--- src/rtl/i2c_pkg.sv ---
// i2c_pkg: shared command encodings and FSM states for the I2C SCL engine
package i2c_pkg;
  typedef enum logic [1:0] {
    OP_START  = 2'd0,
    OP_BIT    = 2'd1,
    OP_STOP   = 2'd2,
    OP_RSTART = 2'd3
  } op_e;
  typedef enum logic [2:0] {
    S_IDLE,
    S_SU,
    S_HD,
    S_LOW,
    S_HIGH,
    S_PARK
  } state_e;
endpackage

--- src/rtl/i2c_phase_timer.sv ---
// i2c_phase_timer: phase counter that runs 0..N-1 after a load, with a length of 0 treated as 1
// Ports: load restarts the count with len; hold freezes it; expire is high on the last,
// non-held cycle of the phase.
module i2c_phase_timer #(
  parameter int CNT_W = 8
) (
  input  logic             clk,
  input  logic             rst_n,
  input  logic             load,
  input  logic             hold,
  input  logic [CNT_W-1:0] len,
  output logic             expire
);
  logic [CNT_W-1:0] cnt_q, cnt_d, lim_q, lim_d;
  assign expire = (cnt_q == lim_q) && !hold;
  always_comb begin
    lim_d = load ? ((len == '0) ? '0 : len - CNT_W'(1)) : lim_q;
    cnt_d = load ? '0 : (hold || expire) ? cnt_q : cnt_q + CNT_W'(1);
  end
  always_ff @(posedge clk or negedge rst_n) begin
    if (!rst_n) begin
      cnt_q <= '0;
      lim_q <= '0;
    end else begin
      cnt_q <= cnt_d;
      lim_q <= lim_d;
    end
  end
endmodule

--- src/rtl/i2c_scl_engine.sv ---
// i2c_scl_engine: I2C master SCL sequencer for START, BIT, STOP and repeated START
// Ports: cfg_t_low/high/su phase lengths (sampled on accept); cmd_valid/cmd_op/cmd_ready
// command handshake; scl_i sensed line; scl_oe open-drain pull-low; sda_edge, shift_pulse,
// sample_pulse, done single-cycle strobes; bit_cnt BITs since last START/RSTART.
// Build option: SCL_STRETCH_EN holds HIGH and SU timing while a slave keeps SCL low.
module i2c_scl_engine
  import i2c_pkg::*;
#(
  parameter int CNT_W  = 8,
  parameter int BITS_W = 4
) (
  input  logic              clk,
  input  logic              rst_n,
  input  logic [CNT_W-1:0]  cfg_t_low,
  input  logic [CNT_W-1:0]  cfg_t_high,
  input  logic [CNT_W-1:0]  cfg_t_su,
  input  logic              cmd_valid,
  input  logic [1:0]        cmd_op,
  output logic              cmd_ready,
  input  logic              scl_i,
  output logic              scl_oe,
  output logic              sda_edge,
  output logic              shift_pulse,
  output logic              sample_pulse,
  output logic              done,
  output logic [BITS_W-1:0] bit_cnt
);
  state_e            state_q, state_d;
  op_e               op_q, op_d, op_in;
  logic [CNT_W-1:0]  hi_q, hi_d, su_q, su_d, len;
  logic [BITS_W-1:0] bit_q, bit_d;
  logic              done_q, done_d, oe_q, oe_d, hd_q, hd_d;
  logic              acc, load, hold, expire;
  assign op_in     = op_e'(cmd_op);
  assign cmd_ready = (state_q == S_IDLE) || (state_q == S_PARK);
  assign acc       = cmd_valid && cmd_ready;
`ifdef SCL_STRETCH_EN
  assign hold = ((state_q == S_HIGH) || (state_q == S_SU)) && !scl_i;
`else
  logic unused_scl;
  assign unused_scl = scl_i;
  assign hold       = 1'b0;
`endif
  i2c_phase_timer #(.CNT_W(CNT_W)) u_tmr (
    .clk    (clk),
    .rst_n  (rst_n),
    .load   (load),
    .hold   (hold),
    .len    (len),
    .expire (expire)
  );
  // The accept cycle in PARK already drives SCL low, so it counts as the first cycle
  // of the new low phase; LOW then covers the remaining t_low-1 cycles.
  always_comb begin
    state_d = state_q;
    op_d    = op_q;
    hi_d    = hi_q;
    su_d    = su_q;
    bit_d   = bit_q;
    done_d  = 1'b0;
    load    = 1'b0;
    len     = su_q;
    case (state_q)
      S_IDLE: if (acc && op_in == OP_START) begin
        state_d = S_HD;
        load    = 1'b1;
        len     = cfg_t_su;
        op_d    = op_in;
        su_d    = cfg_t_su;
        hi_d    = cfg_t_high;
        bit_d   = '0;
      end
      S_PARK: if (acc && op_in != OP_START) begin
        op_d    = op_in;
        su_d    = cfg_t_su;
        hi_d    = cfg_t_high;
        bit_d   = (op_in == OP_RSTART) ? '0 : bit_q;
        load    = 1'b1;
        state_d = (cfg_t_low > CNT_W'(1)) ? S_LOW : (op_in == OP_BIT) ? S_HIGH : S_SU;
        len     = (cfg_t_low > CNT_W'(1)) ? cfg_t_low - CNT_W'(1) :
                  (op_in == OP_BIT) ? cfg_t_high : cfg_t_su;
      end
      S_LOW: if (expire) begin
        load    = 1'b1;
        state_d = (op_q == OP_BIT) ? S_HIGH : S_SU;
        len     = (op_q == OP_BIT) ? hi_q : su_q;
      end
      S_HIGH: if (expire) begin
        state_d = S_PARK;
        done_d  = 1'b1;
        bit_d   = bit_q + BITS_W'(1);
      end
      S_SU: if (expire) begin
        load    = op_q != OP_STOP;
        state_d = (op_q == OP_STOP) ? S_IDLE : S_HD;
        done_d  = op_q == OP_STOP;
      end
      S_HD: if (expire) begin
        state_d = S_PARK;
        done_d  = 1'b1;
      end
      default: state_d = S_IDLE;
    endcase
    oe_d = (state_d == S_LOW) || (state_d == S_PARK);
    hd_d = (state_d == S_HD) && (state_q != S_HD);
  end
  always_ff @(posedge clk or negedge rst_n) begin
    if (!rst_n) begin
      state_q <= S_IDLE;
      op_q    <= OP_START;
      hi_q    <= '0;
      su_q    <= '0;
      bit_q   <= '0;
      done_q  <= 1'b0;
      oe_q    <= 1'b0;
      hd_q    <= 1'b0;
    end else begin
      state_q <= state_d;
      op_q    <= op_d;
      hi_q    <= hi_d;
      su_q    <= su_d;
      bit_q   <= bit_d;
      done_q  <= done_d;
      oe_q    <= oe_d;
      hd_q    <= hd_d;
    end
  end
  assign scl_oe       = oe_q;
  assign done         = done_q;
  assign bit_cnt      = bit_q;
  assign sda_edge     = hd_q || (state_q == S_SU && op_q == OP_STOP && expire);
  assign shift_pulse  = acc && state_q == S_PARK && op_in == OP_BIT;
  assign sample_pulse = state_q == S_HIGH && expire;
endmodule

--- config.mk ---
export PLATFORM = sky130hd
export DESIGN_NAME = i2c_scl_engine
export DESIGN_NICKNAME = d
export VERILOG_FILES = /design/src/rtl/i2c_pkg.sv /design/src/rtl/i2c_phase_timer.sv /design/src/rtl/i2c_scl_engine.sv
export SDC_FILE = /design/constraint.sdc
export NUM_CORES = 1
export LEC_CHECK = 0
export ABC_AREA = 1
export CAP_MARGIN = 10
export CORE_UTILIZATION = 45
export CTS_CLUSTER_DIAMETER = 100
export DETAILED_ROUTE_END_ITERATION = 7
export PLACE_DENSITY_LB_ADDON = 0.25
export SKIP_LAST_GASP = 1
export SLEW_MARGIN = 20
export SYNTH_ARGS = -nofsm -noshare
export SYNTH_HDL_FRONTEND = slang
export SYNTH_SLANG_ARGS = --single-unit
--- constraint.sdc ---
create_clock -name clk -period 2.2 [get_ports clk]
set_clock_uncertainty 0.2 [all_clocks]
set_input_delay 0.33 -clock clk [delete_from_list [all_inputs] [get_ports clk]]
set_output_delay 0.33 -clock clk [all_outputs]
set_load 0.01 [all_outputs]
# == Word level (Yosys, flattened, before mapping) ==
# Index checks and enable logic that the tools add are counted.
# totals
regBits,44
input_bits,30
out_inout_bits,10
# op_classes
n_addsub,4
n_lt_le_gt_ge,1
eq_ne,20
n_mux,40
n_reduce_logical,22
# ops
cell,count
two-way mux 8 bit,12
case mux 8 bit (2 select lines),2
two-way mux 3 bit,8
case mux 8 bit (3 select lines),1
two-way mux 4 bit,4
"subtractor 8 x 1 -> 8 bit, second input constant",2
case mux 3 bit (5 select lines),1
"equality test 3 x 2 -> 1 bit, second input constant",4
case mux 4 bit (3 select lines),1
"equality test 3 bit, second input constant",3
logical AND 1 bit,9
"adder 8 x 1 -> 8 bit, second input constant",1
equality test 8 bit,1
"> comparator 8 x 1 -> 1 bit, second input constant",1
zero test 8 bit,1
"!= test 2 x 1 -> 1 bit, second input constant",4
two-way mux 2 bit,3
two-way mux 1 bit,5
AND reduction 5 bit,1
"adder 4 x 1 -> 4 bit, second input constant",1
"equality test 2 x 1 -> 1 bit, second input constant",2
"equality test 2 bit, second input constant",2
"!= test 2 bit, second input constant",2
case mux 1 bit (4 select lines),1
other kinds (12),15

# == Longest topological paths before layout ==
# logic_depth
ltp_word,8
mapped_depth,22
mapped_depth_nobuf,21

# == Cells and area by module ==
# A second synthesis with hierarchy kept.
# unflattened
cells_unflattened,513
area_unflattened_um2,3464.6
# by_module_without_submodules
module,instances,cells_each,area_per_inst_um2
i2c_scl_engine,1,362,2359.8
i2c_phase_timer,1,151,1104.8

# == Worst setup path before layout ==
# OpenSTA, ideal clock, no wires.
# synth_timing
path_type,input port to flip-flop
from,input cfg_t_low[0]
to,register u_tmr.lim_q[4]
setup_time_ps,122
t_arrival_ps,2161
required_ps,1878
setup_slack_ps,-283
stages,19
cell_sequence,inv_1 ha_1 o21ai_0 nor2_1 buf_4 nand2_1 nand2_1 nor2_1 nor2_1 nand2_1 nor2_2 ha_1 inv_1 nor2_1 nand4_1 nand2_1 inv_1 nand2_1 o21ai_1
# synth_via
elab_chain_len,6
elab_cells_between_ends,8
classes_between,add/sub: 2; order compare: 1; mux: 4; reduce/logical: 1
# synth_rtl
element,line,source
start: declaration,i2c_scl_engine.sv:14,"input logic [CNT_W-1:0] cfg_t_low,"
subtractor 8 x 1 -> 8 bit / > comparator 8 x 1 -> 1 bit (equally long branches),i2c_scl_engine.sv:80,len = (cfg_t_low > CNT_W'(1)) ? cfg_t_low - CNT_W'(1) :
two-way mux 8 bit (*),i2c_scl_engine.sv:80,
two-way mux 8 bit (*),i2c_scl_engine.sv:73,S_PARK: if (acc && op_in != OP_START) begin
case mux 8 bit (3 select lines) (*),i2c_scl_engine.sv:63,case (state_q)
subtractor 8 x 1 -> 8 bit / zero test 8 bit (equally long branches),i2c_phase_timer.sv:17,lim_d = load ? ((len == '0) ? '0 : len - CNT_W'(1)) : lim_q;
two-way mux 8 bit (*),i2c_phase_timer.sv:17,
end signal: assignment,i2c_phase_timer.sv:26,lim_q <= lim_d;
end: declaration,i2c_phase_timer.sv:14,"logic [CNT_W-1:0] cnt_q, cnt_d, lim_q, lim_d;"
# Mark *: on every way between the ends. The rest lies on a longest branch, timed or not.
# A chain may end at the register's enable or synchronous reset.

# == Worst setup path in the final report ==
# layout_timing
from,register u_tmr.cnt_q[3]
to,register u_tmr.lim_q[4]
# layout_via
elab_chain_len,5
elab_cells_between_ends,9
classes_between,add/sub: 1; eq/ne: 1; mux: 6; reduce/logical: 1
# layout_rtl
element,line,source
start: declaration,i2c_phase_timer.sv:14,
start signal: assignment,i2c_phase_timer.sv:25,cnt_q <= cnt_d;
equality test 8 bit (*),i2c_phase_timer.sv:15,assign expire = (cnt_q == lim_q) && !hold;
two-way mux 8 bit,i2c_scl_engine.sv:83,S_LOW: if (expire) begin
case mux 8 bit (3 select lines),i2c_scl_engine.sv:63,
subtractor 8 x 1 -> 8 bit / zero test 8 bit (equally long branches),i2c_phase_timer.sv:17,
two-way mux 8 bit,i2c_phase_timer.sv:17,
# Marks and branches as above.

==> summary.md <==
| Metric | Value |
|---|---|
| Antenna Cells | `0` |
| Final setup viols | `12` |
| Sw power | `3.72 mW` |
| Commonest non-fill, non-tap cells in the layout | `buf_4, nand2_1, inv_1` |
| I/O pin cnt | `40` |
| Final wirelength | `approximately 13 mm` |
| Root buffer cell | `clkbuf_8` |
| RD Place Congestion | `0.905` |
| Cells after Synth | `roughly 530` |
| Crit. Startpoint | `u_tmr.cnt_q[3]` |
| Crit Reg-Reg Endpoint | `u_tmr.lim_q[4]` |
| Total of max-cap violations | `0` |
| Tmin final | `2510 ps` |
| Post-synthesis sequential area ratio | `32.0%` |
| 1st-iter DRT viols | `between 400 and 500` |
| Largest net degree at the start of global routing | `32` |
| WHS Path Cells | `2` |
| Layout area overhead | `66.3%` |
| Asr flop ratio synth | `between 90% and 100%` |
| Layout Cells excl Fill | `826` |
| Initial antenna violation count | `0` |
| Number of synthesized flops with an enable pin | `0` |
| Placed cell count | `about 770` |
| Sink Count | `44` |
| Worst R2R Start | `u_tmr.cnt_q[3]` |
| Clock share of power | `9.8%` |
| Overall Global Routing Usage | `29.9%` |
| Htree depth | `2` |
| FF+latch count, synth | `between 40 and 50` |
| Post-route ant nets | `0` |
| R2r worst-path depth | `18` |
| Die area | `8000 sq um` |
| DRC errors left | `0` |
| Commonest non-fill, non-tap cell in the layout | `buf_4` |
| IO buf count | `38` |
| Maximum clock path buffer count | `2` |
| Vias post-DR | `4,543` |
| Num rows | `31` |
| Global-route wire length before repair | `about 18 mm` |
| CP startpoint kind | `register` |
| Peak Freq | `between 300 and 400 MHz` |
| CP required | `roughly 2200 ps` |
| Placeable Area | `about 7300 sq um` |
| Post-DP HPWL | `slightly above 8 mm` |
| Yosys Warn Count | `0` |
| Final Max Slew Viols | `0` |
| Die Y-Extent | `between 80 and 90 um` |
| Synth area leader | `dfrtp_1` |
| Hold endpoint | `op_q[1]` |
| Global route overflow | `0` |
| Share of post-route cells with drive strength above 1 | `slightly above 40%` |
| Cts bufs inserted | `5` |
| CTS tree | `built` |
| Sequential power share | `around 18%` |
| Worst Hold Class | `reg -> reg` |
| Final Hold Fails | `0` |
| Logic pwr share | `just over 70%` |
| Switching Fraction | `47.5%` |
| CP arrival | `2510 ps` |
| Via density per instance | `5.50` |
| Clk pin slew, worst setup/hold paths | `100 ps` |
| Clk_lat worst skew | `roughly 320 ps` |
| VDD IR max | `between 0.6 and 0.7 mV` |
| Leakage power | `2.92 nW` |
| Status | `finished with violations` |
| Max_slew headroom | `47.1%` |
| Starting Density | `a little under half` |
| Critical Path Fanout Max | `4` |
| Endpoint class of the critical path | `register` |
| Fillers | `465` |
| Setup total negative slack | `-2530 ps` |
| Setup Crit Path Kind | `reg -> reg` |
| Final nets | `between 700 and 800` |
| Hold Path Origin | `op_q[1]` |
| Number of global-route vias before repair | `4,138` |
| Failing checks | `negative setup slack` |
| Final setup margin | `-312 ps` |
| Synth cell types | `40` |
| Synth Flop Type | `dfrtp_1` |
| Yosys top cell area share | `between 30% and 40%` |
| Synth top area cells | `dfrtp_1, nand2_1, inv_1` |
| Mean Syn Cell Area | `6.48 sq um` |
| P_int | `4.11 mW` |
| Mapped Area | `3440 sq um` |
| Unrepaired setup endpoints after global routing | `true` |
| Worst-Margin Slew | `between 700 and 800 ps` |
| Reg2Reg Setup Slack | `-310 ps` |
| Routed WL per cell | `16.1 um` |
| First-pass DRT Iterations | `6` |
| Syn nets | `567` |
| DIE WIDTH | `89.4 um` |
| Pwr/cell area | `approximately 1400 nW/um^2` |
| Final period utilization | `114%` |
==> what timing repair did <==
item / 4_1_cts / 5_1_grt
hold buffers: 1 / 0
buffers inserted: 34 / 17
hold endpoints to repair: 29 / 0
pin swaps: 35 / 48
endpoints found under the setup margin: 26 / 29
cloned: 0 / 0
gates resized for setup: 54 / 94
==> flip-flops by register name, summed over array words and instances, names as in the netlist <==
| register | cells |
|---|---|
| su_q | 8 |
| bit_cnt | 4 |
| op_q | 2 |
| state_q | 3 |
| done | 1 |
| hd_q | 1 |
| u_tmr.cnt_q | 8 |
| scl_oe | 1 |
| hi_q | 8 |
| u_tmr.lim_q | 8 |
==> stage by stage <==
stage / cell area [sq um] / utilization [%] / worst slack (ps) / total power [mW] / hold WS [ps]
floorplan: 3490 / - / -156 / 3.79 / -166
global placement: 4790 / 65.3 / -743 / 5.26 / 228
detailed placement: 4790 / 65.3 / -825 / 5.40 / 239
CTS: 5280 / 72.1 / -204 / 6.65 / 320
global route: 5720 / 78.0 / -490 / 8.32 / 350
finish: 5720 / 78.0 / -312 / 7.84 / 320
==> worst max-delay path, stage by stage, from the launching register on <==
cell and delay, ps:
dfrtp_1 430, nand2_1 130, nand2_1 80, nor2_1 100, nand2_1 70, nor2_2 140, buf_6 140, nand3_2 70
nand3_2 100, nand2_2 80, nor2_4 170, ha_4 170, inv_2 50, nor2_4 120, nand4_1 110, nand2_1 90
inv_1 40, nand2_1 50, o21ai_1 50
==> synth_stat cells, drive strengths merged, types with 3 or more instances <==
library cell,n
o22ai,6
nand3,51
dfrtp,44
buf,5
a21oi,17
nor2,61
nor3b,3
mux2,7
nand3b,4
nor3,8
nand2,173
clkbuf,4
nand4,3
ha,6
o21ai,42
inv,79
==> cells by family after synthesis <==
logic type	after synthesis	share of synthesized area [%]
compound gates	76	12.4
flops	44	32.0
mux	7	2.29
xor+xnor	3	0.764
fa+ha+maj	6	2.18
buf+inv	88	10.2
simple gates	307	40.1
==> power groups by stage <==
stage | Sequential (mW) | Clock (mW) | Combinational (mW)
2_1_floorplan | 1.31 | 0 | 2.48
3_3_place_gp | 1.35 | 0 | 3.91
3_5_place_dp | 1.36 | 0 | 4.04
4_1_cts | 1.34 | 0.765 | 4.54
5_1_grt | 1.42 | 0.808 | 6.10
6_report | 1.38 | 0.770 | 5.69
==> cell type report <==
type                    instances  area [sq um]  share of cell area [%]
clock buffers                   6          72.6                    1.27
clock inverters                 2          60.1                    1.05
inverters                      79           309                    5.40
multi-input cells             399          2430                    42.6
flip-flops and latches         44          1110                    19.4
well taps                      99           124                    2.17
repair buffers                197          1610                    28.2
==> worst max path at each step <==
| stage | slack [ps] | to |
|---|---|---|
| after floorplan | -160 | u_tmr.lim_q[4] |
| after global placement | -740 | u_tmr.lim_q[5] |
| after detailed placement | -820 | u_tmr.lim_q[6] |
| after CTS | -200 | u_tmr.lim_q[4] |
| after global routing | -490 | u_tmr.lim_q[7] |
| final | -310 | u_tmr.lim_q[4] |
==> metal layers <==
metal | global-route usage [%] | up-vias | share of wire [%]
met3 | 5.26 | 88 | 6.7
met4 | 19.8 | 0 | 6.1
met2 | 52.5 | 245 | 51
met1 | 33.3 | 2108 | 36
met5 | 0 | - | 0
li1 | - | 2102 | -
No activity file was read; power rests on OpenSTA's default activity.
